### src/rtl/mem_arbiter_pkg.sv
// Shared types for the instruction/data memory arbiter.
//   arb_state_t : arbiter FSM states
//   arb_src_t   : which client owns the in-flight transaction
//   word_align  : clears the byte offset of a bus address
package mem_arbiter_pkg;

  typedef enum logic [1:0] {
    IDLE,
    ISSUE,
    WAIT,
    RESP
  } arb_state_t;

  typedef enum logic {
    SRC_IMEM,
    SRC_DMEM
  } arb_src_t;

  function automatic logic [31:0] word_align(input logic [31:0] addr);
    return addr & 32'hFFFF_FFFC;
  endfunction

endpackage

### src/rtl/mem_arbiter_if.sv
// Bundle of the fetch port (imem_*), data port (dmem_*) and unified
// backing-memory bus (bmem_*) around mem_arbiter.
//   slave  : the arbiter's view (client requests and bus responses in)
//   master : the environment's view (core + backing memory)
interface mem_arbiter_if;
  logic [31:0] imem_addr;
  logic [3:0]  imem_rmask;
  logic [31:0] imem_rdata;
  logic        imem_resp;

  logic [31:0] dmem_addr;
  logic [3:0]  dmem_rmask;
  logic [3:0]  dmem_wmask;
  logic [31:0] dmem_wdata;
  logic [31:0] dmem_rdata;
  logic        dmem_resp;

  logic [31:0] bmem_addr;
  logic        bmem_read;
  logic        bmem_write;
  logic [3:0]  bmem_wmask;
  logic [31:0] bmem_wdata;
  logic        bmem_ready;
  logic [31:0] bmem_rdata;
  logic        bmem_rvalid;

  modport master (
    output imem_addr, imem_rmask, dmem_addr, dmem_rmask, dmem_wmask, dmem_wdata,
           bmem_ready, bmem_rdata, bmem_rvalid,
    input  imem_rdata, imem_resp, dmem_rdata, dmem_resp,
           bmem_addr, bmem_read, bmem_write, bmem_wmask, bmem_wdata
  );

  modport slave (
    input  imem_addr, imem_rmask, dmem_addr, dmem_rmask, dmem_wmask, dmem_wdata,
           bmem_ready, bmem_rdata, bmem_rvalid,
    output imem_rdata, imem_resp, dmem_rdata, dmem_resp,
           bmem_addr, bmem_read, bmem_write, bmem_wmask, bmem_wdata
  );
endinterface

### src/rtl/arb_starve_ctr.sv
// Saturating count of consecutive dmem grants made while a fetch waits.
//   clk, rst : clock, asynchronous active-low reset
//   inc      : a dmem grant happened while imem was requesting
//   clr      : an imem grant happened (takes precedence over inc)
//   at_limit : count has reached STARVE_LIMIT; imem must win next contention
module arb_starve_ctr #(
  parameter int unsigned STARVE_LIMIT = 4
) (
  input  logic clk,
  input  logic rst,
  input  logic inc,
  input  logic clr,
  output logic at_limit
);
  localparam int unsigned   CW      = $clog2(STARVE_LIMIT + 1);
  localparam logic [CW-1:0] LIMIT_C = CW'(STARVE_LIMIT);

  logic [CW-1:0] cnt_d, cnt_q;

  always_comb begin
    cnt_d = cnt_q;
    if (clr) begin
      cnt_d = '0;
    end else if (inc && (cnt_q != LIMIT_C)) begin
      cnt_d = cnt_q + CW'(1);
    end
  end

  always_ff @(posedge clk or negedge rst) begin
    if (!rst) begin
      cnt_q <= '0;
    end else begin
      cnt_q <= cnt_d;
    end
  end

  assign at_limit = (cnt_q == LIMIT_C);
endmodule

### src/rtl/mem_arbiter.sv
// Two-to-one arbiter merging the core's fetch and data ports onto one
// backing-memory bus, one transaction outstanding at a time.
//   clk, rst : clock, asynchronous active-low reset
//   bus      : mem_arbiter_if.slave carrying imem_*, dmem_* and bmem_*
// Data requests win contention until the starvation counter saturates.
// Every output comes straight from a flop.
module mem_arbiter
  import mem_arbiter_pkg::*;
#(
  parameter int unsigned STARVE_LIMIT = 4
) (
  input logic         clk,
  input logic         rst,
  mem_arbiter_if.slave bus
);
  arb_state_t  state_d, state_q;
  arb_src_t    src_d, src_q;
  logic [31:0] addr_d, addr_q;
  logic [3:0]  wmask_d, wmask_q;
  logic [31:0] wdata_d, wdata_q;
  logic        read_d, read_q;
  logic        write_d, write_q;
  logic        i_resp_d, i_resp_q;
  logic        d_resp_d, d_resp_q;
  logic [31:0] i_rdata_d, i_rdata_q;
  logic [31:0] d_rdata_d, d_rdata_q;

  logic i_req, d_req, grant_dmem;
  logic starve_inc, starve_clr, at_limit;

  assign i_req      = |bus.imem_rmask;
  assign d_req      = (|bus.dmem_rmask) || (|bus.dmem_wmask);
  assign grant_dmem = d_req && !(i_req && at_limit);

  arb_starve_ctr #(.STARVE_LIMIT(STARVE_LIMIT)) u_starve (
    .clk      (clk),
    .rst      (rst),
    .inc      (starve_inc),
    .clr      (starve_clr),
    .at_limit (at_limit)
  );

  always_comb begin
    state_d    = state_q;
    src_d      = src_q;
    addr_d     = addr_q;
    wmask_d    = wmask_q;
    wdata_d    = wdata_q;
    read_d     = read_q;
    write_d    = write_q;
    i_resp_d   = 1'b0;
    d_resp_d   = 1'b0;
    i_rdata_d  = i_rdata_q;
    d_rdata_d  = d_rdata_q;
    starve_inc = 1'b0;
    starve_clr = 1'b0;

    unique case (state_q)
      IDLE: begin
        if (i_req || d_req) begin
          state_d = ISSUE;
          if (grant_dmem) begin
            // A non-zero write mask makes it a store even if rmask is also set;
            // wmask_q stays zero for loads and doubles as the store flag later.
            src_d      = SRC_DMEM;
            addr_d     = word_align(bus.dmem_addr);
            wmask_d    = bus.dmem_wmask;
            wdata_d    = bus.dmem_wdata;
            write_d    = |bus.dmem_wmask;
            read_d     = ~(|bus.dmem_wmask);
            starve_inc = i_req;
          end else begin
            src_d      = SRC_IMEM;
            addr_d     = word_align(bus.imem_addr);
            wmask_d    = '0;
            wdata_d    = '0;
            write_d    = 1'b0;
            read_d     = 1'b1;
            starve_clr = 1'b1;
          end
        end
      end
      ISSUE: begin
        if (bus.bmem_ready) begin
          read_d  = 1'b0;
          write_d = 1'b0;
          state_d = WAIT;
        end
      end
      WAIT: begin
        if (bus.bmem_rvalid) begin
          state_d = RESP;
          if (src_q == SRC_IMEM) begin
            i_rdata_d = bus.bmem_rdata;
            i_resp_d  = 1'b1;
          end else begin
            d_resp_d = 1'b1;
            if (wmask_q == '0) begin
              d_rdata_d = bus.bmem_rdata;
            end
          end
        end
      end
      RESP: begin
        state_d = IDLE;
      end
      default: begin
        state_d = IDLE;
      end
    endcase
  end

  always_ff @(posedge clk or negedge rst) begin
    if (!rst) begin
      state_q   <= IDLE;
      src_q     <= SRC_IMEM;
      addr_q    <= '0;
      wmask_q   <= '0;
      wdata_q   <= '0;
      read_q    <= 1'b0;
      write_q   <= 1'b0;
      i_resp_q  <= 1'b0;
      d_resp_q  <= 1'b0;
      i_rdata_q <= '0;
      d_rdata_q <= '0;
    end else begin
      state_q   <= state_d;
      src_q     <= src_d;
      addr_q    <= addr_d;
      wmask_q   <= wmask_d;
      wdata_q   <= wdata_d;
      read_q    <= read_d;
      write_q   <= write_d;
      i_resp_q  <= i_resp_d;
      d_resp_q  <= d_resp_d;
      i_rdata_q <= i_rdata_d;
      d_rdata_q <= d_rdata_d;
    end
  end

  assign bus.bmem_addr  = addr_q;
  assign bus.bmem_wmask = wmask_q;
  assign bus.bmem_wdata = wdata_q;
  assign bus.bmem_read  = read_q;
  assign bus.bmem_write = write_q;
  assign bus.imem_resp  = i_resp_q;
  assign bus.imem_rdata = i_rdata_q;
  assign bus.dmem_resp  = d_resp_q;
  assign bus.dmem_rdata = d_rdata_q;
endmodule
### src/flat_wrapper.sv
// flat-port wrapper written by rule: the top's interface ports become plain ports
module mem_arbiter_flat import mem_arbiter_pkg::*;
#(
  parameter int unsigned STARVE_LIMIT = 4
)
  (clk, rst, bus_imem_addr, bus_imem_rmask, bus_dmem_addr, bus_dmem_rmask, bus_dmem_wmask, bus_dmem_wdata, bus_bmem_ready, bus_bmem_rdata, bus_bmem_rvalid, bus_imem_rdata, bus_imem_resp, bus_dmem_rdata, bus_dmem_resp, bus_bmem_addr, bus_bmem_read, bus_bmem_write, bus_bmem_wmask, bus_bmem_wdata);
  mem_arbiter_if bus_i ();
  input logic clk;
  input logic rst;
  input wire logic [$bits(bus_i.imem_addr)-1:0] bus_imem_addr;
  input wire logic [$bits(bus_i.imem_rmask)-1:0] bus_imem_rmask;
  input wire logic [$bits(bus_i.dmem_addr)-1:0] bus_dmem_addr;
  input wire logic [$bits(bus_i.dmem_rmask)-1:0] bus_dmem_rmask;
  input wire logic [$bits(bus_i.dmem_wmask)-1:0] bus_dmem_wmask;
  input wire logic [$bits(bus_i.dmem_wdata)-1:0] bus_dmem_wdata;
  input wire logic [$bits(bus_i.bmem_ready)-1:0] bus_bmem_ready;
  input wire logic [$bits(bus_i.bmem_rdata)-1:0] bus_bmem_rdata;
  input wire logic [$bits(bus_i.bmem_rvalid)-1:0] bus_bmem_rvalid;
  output wire logic [$bits(bus_i.imem_rdata)-1:0] bus_imem_rdata;
  output wire logic [$bits(bus_i.imem_resp)-1:0] bus_imem_resp;
  output wire logic [$bits(bus_i.dmem_rdata)-1:0] bus_dmem_rdata;
  output wire logic [$bits(bus_i.dmem_resp)-1:0] bus_dmem_resp;
  output wire logic [$bits(bus_i.bmem_addr)-1:0] bus_bmem_addr;
  output wire logic [$bits(bus_i.bmem_read)-1:0] bus_bmem_read;
  output wire logic [$bits(bus_i.bmem_write)-1:0] bus_bmem_write;
  output wire logic [$bits(bus_i.bmem_wmask)-1:0] bus_bmem_wmask;
  output wire logic [$bits(bus_i.bmem_wdata)-1:0] bus_bmem_wdata;
  assign bus_i.imem_addr = bus_imem_addr;
  assign bus_i.imem_rmask = bus_imem_rmask;
  assign bus_i.dmem_addr = bus_dmem_addr;
  assign bus_i.dmem_rmask = bus_dmem_rmask;
  assign bus_i.dmem_wmask = bus_dmem_wmask;
  assign bus_i.dmem_wdata = bus_dmem_wdata;
  assign bus_i.bmem_ready = bus_bmem_ready;
  assign bus_i.bmem_rdata = bus_bmem_rdata;
  assign bus_i.bmem_rvalid = bus_bmem_rvalid;
  assign bus_imem_rdata = bus_i.imem_rdata;
  assign bus_imem_resp = bus_i.imem_resp;
  assign bus_dmem_rdata = bus_i.dmem_rdata;
  assign bus_dmem_resp = bus_i.dmem_resp;
  assign bus_bmem_addr = bus_i.bmem_addr;
  assign bus_bmem_read = bus_i.bmem_read;
  assign bus_bmem_write = bus_i.bmem_write;
  assign bus_bmem_wmask = bus_i.bmem_wmask;
  assign bus_bmem_wdata = bus_i.bmem_wdata;
  mem_arbiter #(.STARVE_LIMIT(STARVE_LIMIT)) u_core (.clk(clk), .rst(rst), .bus(bus_i));
endmodule
### config.mk
export PLATFORM = sky130hd
export DESIGN_NAME = mem_arbiter_flat
export DESIGN_NICKNAME = d
export VERILOG_FILES = /design/src/rtl/mem_arbiter_pkg.sv /design/src/rtl/mem_arbiter_if.sv /design/src/rtl/arb_starve_ctr.sv /design/src/rtl/mem_arbiter.sv /design/src/flat_wrapper.sv
export SDC_FILE = /design/constraint.sdc
export NUM_CORES = 1
export LEC_CHECK = 0
export ABC_AREA = 1
export CAP_MARGIN = 20
export CORE_ASPECT_RATIO = 0.7
export CORE_UTILIZATION = 41
export DETAILED_ROUTE_END_ITERATION = 7
export GPL_TIMING_DRIVEN = 0
export HOLD_SLACK_MARGIN = 0.12
export PLACE_DENSITY = 0.79
export SYNTH_ARGS = -nofsm -noshare
export SYNTH_HDL_FRONTEND = slang
export SYNTH_SLANG_ARGS = --single-unit
### constraint.sdc
create_clock -name clk -period 2.2 [get_ports clk]
set_clock_uncertainty 0.05 [all_clocks]
set_input_delay 0.22 -clock clk [delete_from_list [all_inputs] [get_ports clk]]
set_output_delay 0.22 -clock clk [all_outputs]
set_load 0.01 [all_outputs]
==> reports/qor.yml, run 1 <==
clocking:
  cts_made_buffers: 17
  clock-sinks: 140
  clk_pin_slew_ps: 70
  cts_buffer_depth: 2
  cts_root_buffer: "clkbuf_16"
  cts_tree: "built"
  clk_latency_ps: 410
  cts_max_level: 4
timing:
  hold_viol: 0
  fin_crit_sh_pct: 89.2
  drv_slew: 0
  tightest_slew_ps: 551
  rsz0062_at_grt: "false"
  tns_ps: 0
  slew_headroom_pct: 63.2
  setup_viol: 0
  period_minus_slack_ps: 1960
  max_freq_mhz: 510
grt:
  grt_antenna_before_repair: 0
  overflow: 0
  grt_max_degree: 85
  track_usage_pct: 23.8
  grt_pass1_vias: 5190
  grt_pass1_wl_mm: 26.4
job:
  max_cap_violations: 0
yosys:
  netlist_instances: 647
  yosysUniqueCellTypes: 24
  yosys_warnings: 0
  syn_avg_cell_area_um2: 9.02
  seq_area_frac_synth_pct: 60.1
  ys_ff_latch: 140
  netlist_area_um2: 5830
finish:
  drive_above_1_share_pct: 9.42
  syn2layout_area_growth_pct: 61.6
  nets: 1092
  n_fill_cell: 1110
  final_cell_mix: "clkdlybuf4s50_1, nand2_1, dfrtp_1"
  final_common_cell: "clkdlybuf4s50_1"
  n_antenna_cell: 0
placement:
  dp_hpwl_mm: 12.9
  place_congestion: 0.812
  io_buffers: 273
routing:
  routedWlPerCell_um: 15.1
  dr.pass1.iters: 7
  via_per_inst: 4.71
  routed-via-count: 5398
  antenna_left: 0
  routed_wl_mm: 17.2
  drc: 0
  dr.first_iter.drc_count: 197
critical_path:
  required_ps: 2440
  crit_fanout: 10
  crit_arrival_ps: 2200
  cpPeakStageDelay_ps: 430
  startpoint_type: "flip-flop"
  slowest_stage: "nor3_4"
  cp-end-kind: "flip-flop"
  critPathKind: "reg -> reg"
  cp_cell_sequence: "inv_1 > ha_1 > nand3_1 > inv_2 > nand2_2 > nor3_4 > buf_4 > a21oi_1"
die:
  die_h_um: 102
  start_util_pct: 41.9
  num_rows: 36
  fp.coreArea_um2: 13900
  die_w_um: 145
  ioPinCount: 280
  dieArea_um2: 14700
worst_hold_path:
  hold_path.class: "in -> async"
power_and_ir_drop:
  power.density_nw_per_um2: 1430
  p_leak_nw: 4.47
  power_w: 0.0135
  vdd_drop_max_uv: 667
status:
  outcome: "finished clean"
[power breakdown]
group          internal [W]  switching [W]
logic               0.00318        0.00302
clock network       0.00160        0.00121
registers           0.00381       0.000672
total               0.00859        0.00491
[routing by layer]
| layer | global-route usage, % | part of all wire [%] | vias up |
|---|---|---|---|
| met4 | 7.77 | 1.7 | 0 |
| met1 | 31.7 | 45 | 2552 |
| met5 | 0 | 0 | - |
| met3 | 7.38 | 8.2 | 24 |
| li1 | - | - | 2637 |
| met2 | 36.9 | 45 | 185 |
[state kept, by name (all words and copies together), names as in the netlist]
| register | count |
|---|---|
| u_core.bus.bmem_write | 1 |
| u_core.state_q | 2 |
| u_core.bus.imem_rdata | 32 |
| u_core.bus.bmem_wdata | 32 |
| u_core.bus.bmem_wmask | 4 |
| u_core.src_q | 1 |
| u_core.bus.dmem_rdata | 32 |
| u_core.bus.bmem_read | 1 |
| u_core.bus.dmem_resp | 1 |
| u_core.bus.imem_resp | 1 |
| u_core.bus.bmem_addr | 30 |
| u_core.u_starve.cnt_q | 3 |
[area by class of cell]
cell class              instances  area, µm²  area share [%]
well taps                     190        238            2.52
multi-input cells             429       1940            20.5
flip-flops and latches        140       3500            37.2
clock buffers                  17        425            4.51
inverters                      45        169            1.79
plain buffers                  34        229            2.43
repair buffers                275       2770            29.4
clock inverters                15        153            1.62
[cell usage after synthesis (all sizes together)]
master	n	area, µm²
inv	45	169
ha	6	75.1
o22ai	1	6.26
nor2	35	136
a21oi	25	196
or2	2	12.5
nand4	5	31.3
dfrtp	140	3500
conb	1	3.75
clkbuf	6	22.5
nand3	65	325
buf	28	206
xor2	1	8.76
o21ai	34	170
nor3	2	21.3
nand2	251	945
[repair_timing]
item / 4_1_cts / 5_1_grt
buffers inserted: 0 / 0
endpoints found under the hold margin: 56 / 0
resized for setup: 0 / 0
hold buffers: 1 / 0
[stage by stage]
stage	utilization [%]	area [µm²]	worst slack, ps	cells	hold WS, ps
global route	67.7	9420	56.8	1145	284
global placement	63.3	8810	-4820	1111	403
CTS	67.7	9420	231	1145	274
finish	67.7	9420	239	1145	279
floorplan	-	5840	558	648	-126
detailed placement	63.5	8840	238	1112	170
[cells by family (layout without fill, tap and decap cells)]
| kind of cell | count (synthesis) | count (layout) | synth area share [%] |
|---|---|---|---|
| AO/OA/AOI/OAI | 60 | 60 | 6.39 |
| XOR/XNOR | 1 | 1 | 0.150 |
| adder cells (fa/ha/maj) | 6 | 6 | 1.29 |
| buffers and inverters | 79 | 386 | 6.82 |
| flip-flops | 140 | 140 | 60.1 |
| other | 1 | 2 | 0.0643 |
| AND/OR/NAND/NOR | 360 | 360 | 25.2 |
[final timing paths]
kind | slack [ps] | start | to | cells past startpoint
worst min-delay path | 280 | rst | u_core.bus.dmem_rdata[3]$_DFFE_PN0P_ | 2
worst min register to register | 430 | u_core.bus.bmem_wdata[21]$_DFFE_PN0P_ | u_core.bus.bmem_wdata[21]$_DFFE_PN0P_ | 2
max in group asynchronous | 1020 | rst | u_core.bus.bmem_wdata[12]$_DFFE_PN0P_ | 3
worst max register to register | 240 | u_core.state_q[0]$_DFFE_PN0P_ | u_core.bus.dmem_rdata[9]$_DFFE_PN0P_ | 8
worst max-delay path | 240 | u_core.state_q[0]$_DFFE_PN0P_ | u_core.bus.dmem_rdata[9]$_DFFE_PN0P_ | 8
min in group clk | 290 | bus_dmem_wdata[2] | u_core.bus.bmem_wdata[2]$_DFFE_PN0P_ | 3
[worst max-delay path, delay by kind of cell, from the launching register on]
| kind | cells | cell delay, ps |
|---|---|---|
| buf+inv | 3 | 480 |
| compound gates | 1 | 90 |
| fa+ha+maj | 1 | 210 |
| simple gates | 3 | 590 |
| flops | 1 | 400 |
Note: power is estimated with default switching activity, not from simulation.
==> run 2, diff against run 1 <==
--- a/config.mk
+++ b/config.mk
@@ -7,12 +7,13 @@
 export LEC_CHECK = 0
 export ABC_AREA = 1
 export CAP_MARGIN = 20
-export CORE_ASPECT_RATIO = 0.7
+export CORE_ASPECT_RATIO = 0.75
 export CORE_UTILIZATION = 41
 export DETAILED_ROUTE_END_ITERATION = 7
 export GPL_TIMING_DRIVEN = 0
 export HOLD_SLACK_MARGIN = 0.12
 export PLACE_DENSITY = 0.79
+export RECOVER_POWER = 50
 export SYNTH_ARGS = -nofsm -noshare
 export SYNTH_HDL_FRONTEND = slang
 export SYNTH_SLANG_ARGS = --single-unit
==> run 2 against run 1 <==
  * Sequential power is essentially flat
  * First-iteration DRC count rose by 48%
  * Critical endpoint is now u_core.bus.dmem_rdata[11]$_DFFE_PN0P_
  * Combinational power is 3% lower
  * Core utilization is 0.62 points higher
  * Flip-flop and latch count stayed put
  * Sequential share of layout area is essentially flat
  * Largest power group unchanged
==> reports/qor.yml, run 2 (synthesis results as in run 1) <==
die:
  die_h_um: 105  # was 102 µm
  die_w_um: 140  # was 145 µm
  ioPinCount: 280  # unchanged
  num_rows: 37  # was 36
  fp.coreArea_um2: 13800  # was 13900 µm²
  start_util_pct: 42.3  # was 41.9%
  dieArea_um2: 14700  # about the same
routing:
  routed-via-count: 5405  # was 5398
  dr.pass1.iters: 5  # was 7
  routedWlPerCell_um: 15.4  # was 15.1 µm
  via_per_inst: 4.77  # was 4.71
  drc: 0  # unchanged
  antenna_left: 0  # unchanged
  routed_wl_mm: 17.4  # was 17.2 mm
  dr.first_iter.drc_count: 291  # was 197
finish:
  nets: 1095  # was 1092
  stdcell_count: 1133  # was 1145
  syn2layout_area_growth_pct: 61.6  # about the same
  final_cell_mix: "nand2_1, clkdlybuf4s50_1, dfrtp_1"  # was clkdlybuf4s50_1, nand2_1, dfrtp_1
  drive_above_1_share_pct: 9.39  # was 9.42%
  final_common_cell: "nand2_1"  # was clkdlybuf4s50_1
  n_antenna_cell: 0  # unchanged
timing:
  fin_crit_sh_pct: 84.1  # was 89.2%
  rsz0062_at_grt: "false"  # unchanged
  setup_slack_ps: 350  # was 239 ps
  tightest_slew_ps: 1050  # was 551 ps
  max_freq_mhz: 541  # was 510 MHz
  period_minus_slack_ps: 1850  # was 1960 ps
  drv_slew: 0  # unchanged
  setup_viol: 0  # unchanged
  slew_headroom_pct: 29.8  # was 63.2%
  hold_viol: 0  # unchanged
  hold_ws_ps: 266  # was 279 ps
  tns_ps: 0  # unchanged
power_and_ir_drop:
  p_leak_nw: 4.56  # was 4.47 nW
  power.density_nw_per_um2: 1420  # was 1430 nW/µm²
  vdd_drop_max_uv: 736  # was 667 µV
critical_path:
  slowest_stage: "dfrtp_1"  # was nor3_4
  cpMostUsedCell: "inv_1"
  crit_arrival_ps: 2090  # was 2200 ps
  path_delay_family: "buffers and inverters"  # was simple AND/OR/NAND/NOR gates
  cp-end-kind: "flip-flop"  # unchanged
  startpoint_type: "flip-flop"  # unchanged
  required_ps: 2440  # about the same
  cpPeakStageDelay_ps: 400  # was 430 ps
  crit_fanout: 10  # unchanged
  cp_cell_sequence: "inv_1 > ha_1 > nand3_1 > inv_1 > nand2_2 > nor3_4 > buf_4 > buf_6 > a21oi_1"  # was inv_1 > ha_1 > nand3_1 > inv_2 > nand2_2 > nor3_4 > buf_4 > a21oi_1
  critPathKind: "reg -> reg"  # unchanged
  cp.buffers_inverters: 4  # was 3
placement:
  dp_hpwl_mm: 12.8  # was 12.9 mm
  io_buffers: 273  # unchanged
  dpl.cell_count: 1097  # was 1112
  post-place-ws_ps: 218  # was 238 ps
  place_congestion: 0.828  # was 0.812
grt:
  grt_pass1_vias: 5410  # was 5190
  overflow: 0  # unchanged
  grt_pass1_wl_mm: 28.1  # was 26.4 mm
  grt_antenna_before_repair: 0  # unchanged
  grt_max_degree: 84  # was 85
  track_usage_pct: 24.8  # was 23.8%
clocking:
  cts_max_level: 4  # unchanged
  cts_made_buffers: 17  # unchanged
  clk_pin_slew_ps: 60  # was 70 ps
  clk_latency_ps: 410  # about the same
  clock-sinks: 140  # unchanged
  cts_tree: "built"  # unchanged
  cts_root_buffer: "clkbuf_16"  # unchanged
  cts_buffer_depth: 2  # unchanged
worst_hold_path:
  hold_path.class: "in -> async"  # unchanged
status:
  outcome: "finished clean"  # unchanged
job:
  max_cap_violations: 0  # unchanged
run 2: changes by cell type in the layout (fill, tap and decap cells not counted), sizes merged:
cell and change:
clkinv -2, clkbuf +3, clkdlybuf4s50 -61, dlygate4sd3 +61, inv -1, bufinv +1
buf +2
run 2: what timing repair did:
| item | 4_1_cts | 5_1_grt |
|---|---|---|
| endpoints found under the setup margin | 0 | 3 |
| gates resized for setup | 0 | 0 |
| endpoints found under the hold margin | 57 | 0 |
| setup buffers | 0 | 3 |
| hold buffers | 1 | 0 |
run 2: layer usage:
layer | global-route usage (%) | routed length, µm | up-vias
met5 | 0 | 0 | -
met4 | 8.24 | 333 | 0
met3 | 7.91 | 1340 | 25
met2 | 39.0 | 8120 | 198
met1 | 32.6 | 7620 | 2543
li1 | - | - | 2639
run 2: final cells by class:
class                           count  area, µm²
Buffer                             34        228
Clock buffer                       19        443
Clock inverter                     13        155
Fill cell                        1127       4370
Inverter                           45        169
Multi-Input combinational cell    429       1940
Sequential cell                   140       3500
Tap cell                          175        219
Timing Repair Buffer              278       2770
run 2: report_power, final:
part	switching [W]	internal [W]	leakage [nW]	total [W]
clock	0.00119	0.00173	0.284	0.00292
sequential	0.000654	0.00381	1.72	0.00447
combinational	0.00304	0.00299	2.55	0.00603
run 2: path summary, 6_finish.rpt:
check / from / to / slack, ps / cells past startpoint
max in group asynchronous: rst / u_core.bus.imem_rdata[11]$_DFFE_PN0P_ / 380 / 3
min in group clk: bus_dmem_wdata[8] / u_core.bus.bmem_wdata[8]$_DFFE_PN0P_ / 290 / 3
setup reg to reg: u_core.state_q[0]$_DFFE_PN0P_ / u_core.bus.dmem_rdata[11]$_DFFE_PN0P_ / 350 / 9
hold reg to reg: u_core.bus.imem_rdata[1]$_DFFE_PN0P_ / u_core.bus.imem_rdata[1]$_DFFE_PN0P_ / 420 / 2
setup / recovery: u_core.state_q[0]$_DFFE_PN0P_ / u_core.bus.dmem_rdata[11]$_DFFE_PN0P_ / 350 / 9
hold / removal: rst / u_core.bus.bmem_wdata[8]$_DFFE_PN0P_ / 270 / 2
run 2: worst reg2reg max path: stages, from the launching register on:
cell	delay (ps)
dfrtp_1	400
inv_1	110
ha_1	240
nand3_1	90
inv_1	90
nand2_2	70
nor3_4	190
buf_4	220
buf_6	200
a21oi_1	90
run 2: through the flow:
step,area [µm²],total power [W],utilization (%)
floorplan,5840,0.00730,-
detailed placement,8820,0.0108,63.9
global placement,8790,0.0106,63.7
CTS,9430,0.0138,68.3
global route,9430,0.0143,68.3
finish,9430,0.0134,68.3
==> run 3, diff against run 2 <==
--- a/config.mk
+++ b/config.mk
@@ -8,11 +8,11 @@
 export ABC_AREA = 1
 export CAP_MARGIN = 20
 export CORE_ASPECT_RATIO = 0.75
-export CORE_UTILIZATION = 41
+export CORE_UTILIZATION = 37
 export DETAILED_ROUTE_END_ITERATION = 7
 export GPL_TIMING_DRIVEN = 0
 export HOLD_SLACK_MARGIN = 0.12
-export PLACE_DENSITY = 0.79
+export PLACE_DENSITY = 0.75
 export RECOVER_POWER = 50
 export SYNTH_ARGS = -nofsm -noshare
 export SYNTH_HDL_FRONTEND = slang
==> constraint.sdc (replaced) <==
create_clock -name clk -period 1.56 [get_ports clk]
set_clock_uncertainty 0.05 [all_clocks]
set_input_delay 0.156 -clock clk [delete_from_list [all_inputs] [get_ports clk]]
set_output_delay 0.156 -clock clk [all_outputs]
set_load 0.01 [all_outputs]
==> run 3 against run 2 <==
  * Global-route usage down 2.8 points
  * Largest power group unchanged
  * The run now ends with setup timing left
  * Maximum frequency rose by 18%
  * Clock power up 39%
  * Core utilization is 2.4 points lower
  * Sequential power is 42% higher
  * Sequential share of layout area fell by 2.5 points
  * First-iteration DRC count is 18% lower
  * Register-to-register slack worse by 360 ps
  * Cell count grew 4.1%
  * Worst hold slack worse by 41 ps
  * Worst setup slack lost 360 ps
  * Die area increased by 11%
  * Critical path type unchanged
  * Highest routed layer unchanged
==> reports/qor.yml, run 3 (synthesis results as in run 1) <==
timing:
  tightest_slew_ps: 743  # was 1050 ps
  hold_viol: 0  # unchanged
  slew_headroom_pct: 50.5  # was 29.8%
  setup_viol: 1  # was 0
  setup_slack_ps: -7.25  # was 350 ps
  fin_crit_sh_pct: 100  # was 84.1%
  tns_ps: -7.25  # was 0 ps
  drv_slew: 0  # unchanged
  rsz0062_at_grt: "true"  # was false
  hold_ws_ps: 225  # was 266 ps
  max_freq_mhz: 638  # was 541 MHz
  period_minus_slack_ps: 1570  # was 1850 ps
routing:
  routed_wl_mm: 18.0  # was 17.4 mm
  dr.pass1.iters: 5  # unchanged
  met2_length_mm: 8.49  # was 8.12 mm
  topRoutingLayerUsed: "met4"  # unchanged
  via_per_inst: 4.63  # was 4.77
  routed-via-count: 5465  # was 5405
  routedWlPerCell_um: 15.2  # was 15.4 µm
  antenna_left: 0  # unchanged
  met3_length_mm: 1.08  # was 1.34 mm
  dr.first_iter.drc_count: 240  # was 291
  drc: 0  # unchanged
  wl_met1_mm: 8.13  # was 7.62 mm
finish:
  n_antenna_cell: 0  # unchanged
  final_common_cell: "nand2_1"  # unchanged
  drive_above_1_share_pct: 14.5  # was 9.39%
  stdcell_count: 1180  # was 1133
  final_cell_mix: "nand2_1, clkdlybuf4s50_1, dfrtp_1"  # unchanged
  nets: 1112  # was 1095
  syn2layout_area_growth_pct: 73.2  # was 61.6%
critical_path:
  cpMostUsedCell: "inv_2"  # was inv_1
  crit_fanout: 10  # unchanged
  cpPeakStageDelay_ps: 410  # was 400 ps
  cp.buffers_inverters: 4  # unchanged
  path_delay_family: "buffers and inverters"  # unchanged
  reg2reg_to: "u_core.bus.dmem_rdata[13]$_DFFE_PN0P_"  # was u_core.bus.dmem_rdata[11]$_DFFE_PN0P_
  rrSetupSlack_ps: -7  # was 350 ps
  reg2reg_depth: 10  # was 9
  startpoint: "u_core.state_q[0]$_DFFE_PN0P_"  # unchanged
  critPathKind: "reg -> reg"  # unchanged
  worst-path-stages: 10  # was 9
  required_ps: 1850  # was 2440 ps
  slowest_stage: "dfrtp_1"  # unchanged
  cp-end-kind: "flip-flop"  # unchanged
  r2r-start: "u_core.state_q[0]$_DFFE_PN0P_"  # unchanged
  crit_arrival_ps: 1860  # was 2090 ps
  startpoint_type: "flip-flop"  # unchanged
  cp_cell_sequence: "inv_2 > ha_4 > nand3_2 > inv_2 > nand2_2 > nor3_4 > buf_12 > buf_8 > nor2_1 > a21oi_2"  # was inv_1 > ha_1 > nand3_1 > inv_1 > nand2_2 > nor3_4 > buf_4 > buf_6 > a21oi_1
  crit_end: "u_core.bus.dmem_rdata[13]$_DFFE_PN0P_"  # was u_core.bus.dmem_rdata[11]$_DFFE_PN0P_
worst_hold_path:
  hold_path.class: "in -> reg"  # was in -> async
  worstHoldStart: "bus_dmem_wdata[29]"
grt:
  overflow: 0  # unchanged
  grt_pass1_wl_mm: 27.9  # was 28.1 mm
  grt_antenna_before_repair: 0  # unchanged
  track_usage_pct: 22.0  # was 24.8%
  grt_pass1_vias: 5390  # was 5410
  grt_max_degree: 89  # was 84
die:
  num_rows: 39  # was 37
  die_h_um: 111  # was 105 µm
  die_w_um: 147  # was 140 µm
  ioPinCount: 280  # unchanged
  start_util_pct: 38.1  # was 42.3%
  fp.coreArea_um2: 15300  # was 13800 µm²
  dieArea_um2: 16300  # was 14700 µm²
placement:
  place_congestion: 0.812  # was 0.828
  dp_hpwl_mm: 12.6  # was 12.8 mm
  dpl.cell_count: 1127  # was 1097
  io_buffers: 273  # unchanged
power_and_ir_drop:
  power.density_nw_per_um2: 1990  # was 1420 nW/µm²
  vdd_drop_max_uv: 927  # was 736 µV
  power_w: 0.0201  # was 0.0134 W
  p_leak_nw: 5.43  # was 4.56 nW
clocking:
  clock-sinks: 140  # unchanged
  cts_made_buffers: 17  # unchanged
  cts_max_level: 4  # unchanged
  clk_latency_ps: 410  # about the same
  clk_pin_slew_ps: 60  # about the same
  cts_tree: "built"  # unchanged
  cts_root_buffer: "clkbuf_16"  # unchanged
  cts_buffer_depth: 2  # unchanged
status:
  violations: "setup timing"
  outcome: "finished with violations"  # was finished clean
job:
  max_cap_violations: 0  # unchanged
## run 3: cell count changes in the layout (fill, tap and decap cells not counted), sizes merged
cell           before  now
clkinvlp            3    4
clkinv              1    4
dlymetal6s2s        0   65
clkdlybuf4s50     211  198
dlygate4sd2         0    9
clkbuf             26   27
buf                32   48
dlygate4sd3        62    1
inv                52   48
## run 3: per-stage QoR
step | cell area [µm²] | utilization [%] | worst slack (ps)
after floorplan | 5870 | - | -34.8
after global placement | 8860 | 57.8 | -5440
after detailed placement | 8890 | 58.0 | -337
after CTS | 9690 | 63.2 | -37.2
after global routing | 10100 | 65.9 | -101
final | 10100 | 65.9 | -7.25
## run 3: layer usage
metal | track usage (%) | up-vias
li1 | - | 2671
met1 | 28.7 | 2579
met2 | 35.9 | 194
met3 | 5.68 | 21
met4 | 7.22 | 0
met5 | 0 | -
## run 3: worst min-delay path by stage
stage	to	slack, ps	cells past startpoint
after floorplan	u_core.bus.bmem_addr[10]$_DFFE_PN0P_	-190	0
after CTS	u_core.bus.bmem_wdata[5]$_DFFE_PN0P_	210	3
after global routing	u_core.bus.bmem_wdata[16]$_DFFE_PN0P_	220	3
after detailed placement	u_core.bus.imem_rdata[16]$_DFFE_PN0P_	90	1
final	u_core.bus.bmem_wdata[29]$_DFFE_PN0P_	230	3
after global placement	u_core.bus.imem_rdata[6]$_DFFE_PN0P_	400	2
## run 3: worst reg2reg max path, cell delays in order, from the launching register on
cell     delay [ps]
dfrtp_1         410
inv_2           100
ha_4            140
nand3_2          60
inv_2            60
nand2_2          50
nor3_4          150
buf_12          160
buf_8           140
nor2_1           60
a21oi_2         110
## run 3: cell type report
class,count,area (µm²)
clock buffer,20,457
fill,1232,5220
buffer,34,353
inverter,45,171
multi-input combinational,429,2060
timing repair inverter,1,7.51
clock inverter,12,136
timing repair buffer,294,3150
sequential,140,3500
tap,205,256
## run 3: power by group
group | internal (W) | total, W | switching, W
logic | 0.00509 | 0.00969 | 0.00460
registers | 0.00538 | 0.00635 | 0.000967
clock network | 0.00245 | 0.00405 | 0.00160
total | 0.0129 | 0.0201 | 0.00716
## run 3: repair_timing
action	in CTS	in global routing
endpoints found under the setup margin	140	198
endpoints found under the hold margin	52	0
hold buffers	1	0
setup buffers	8	6
gates cloned	1	5
resized for setup	48	114
pin swaps	2	9
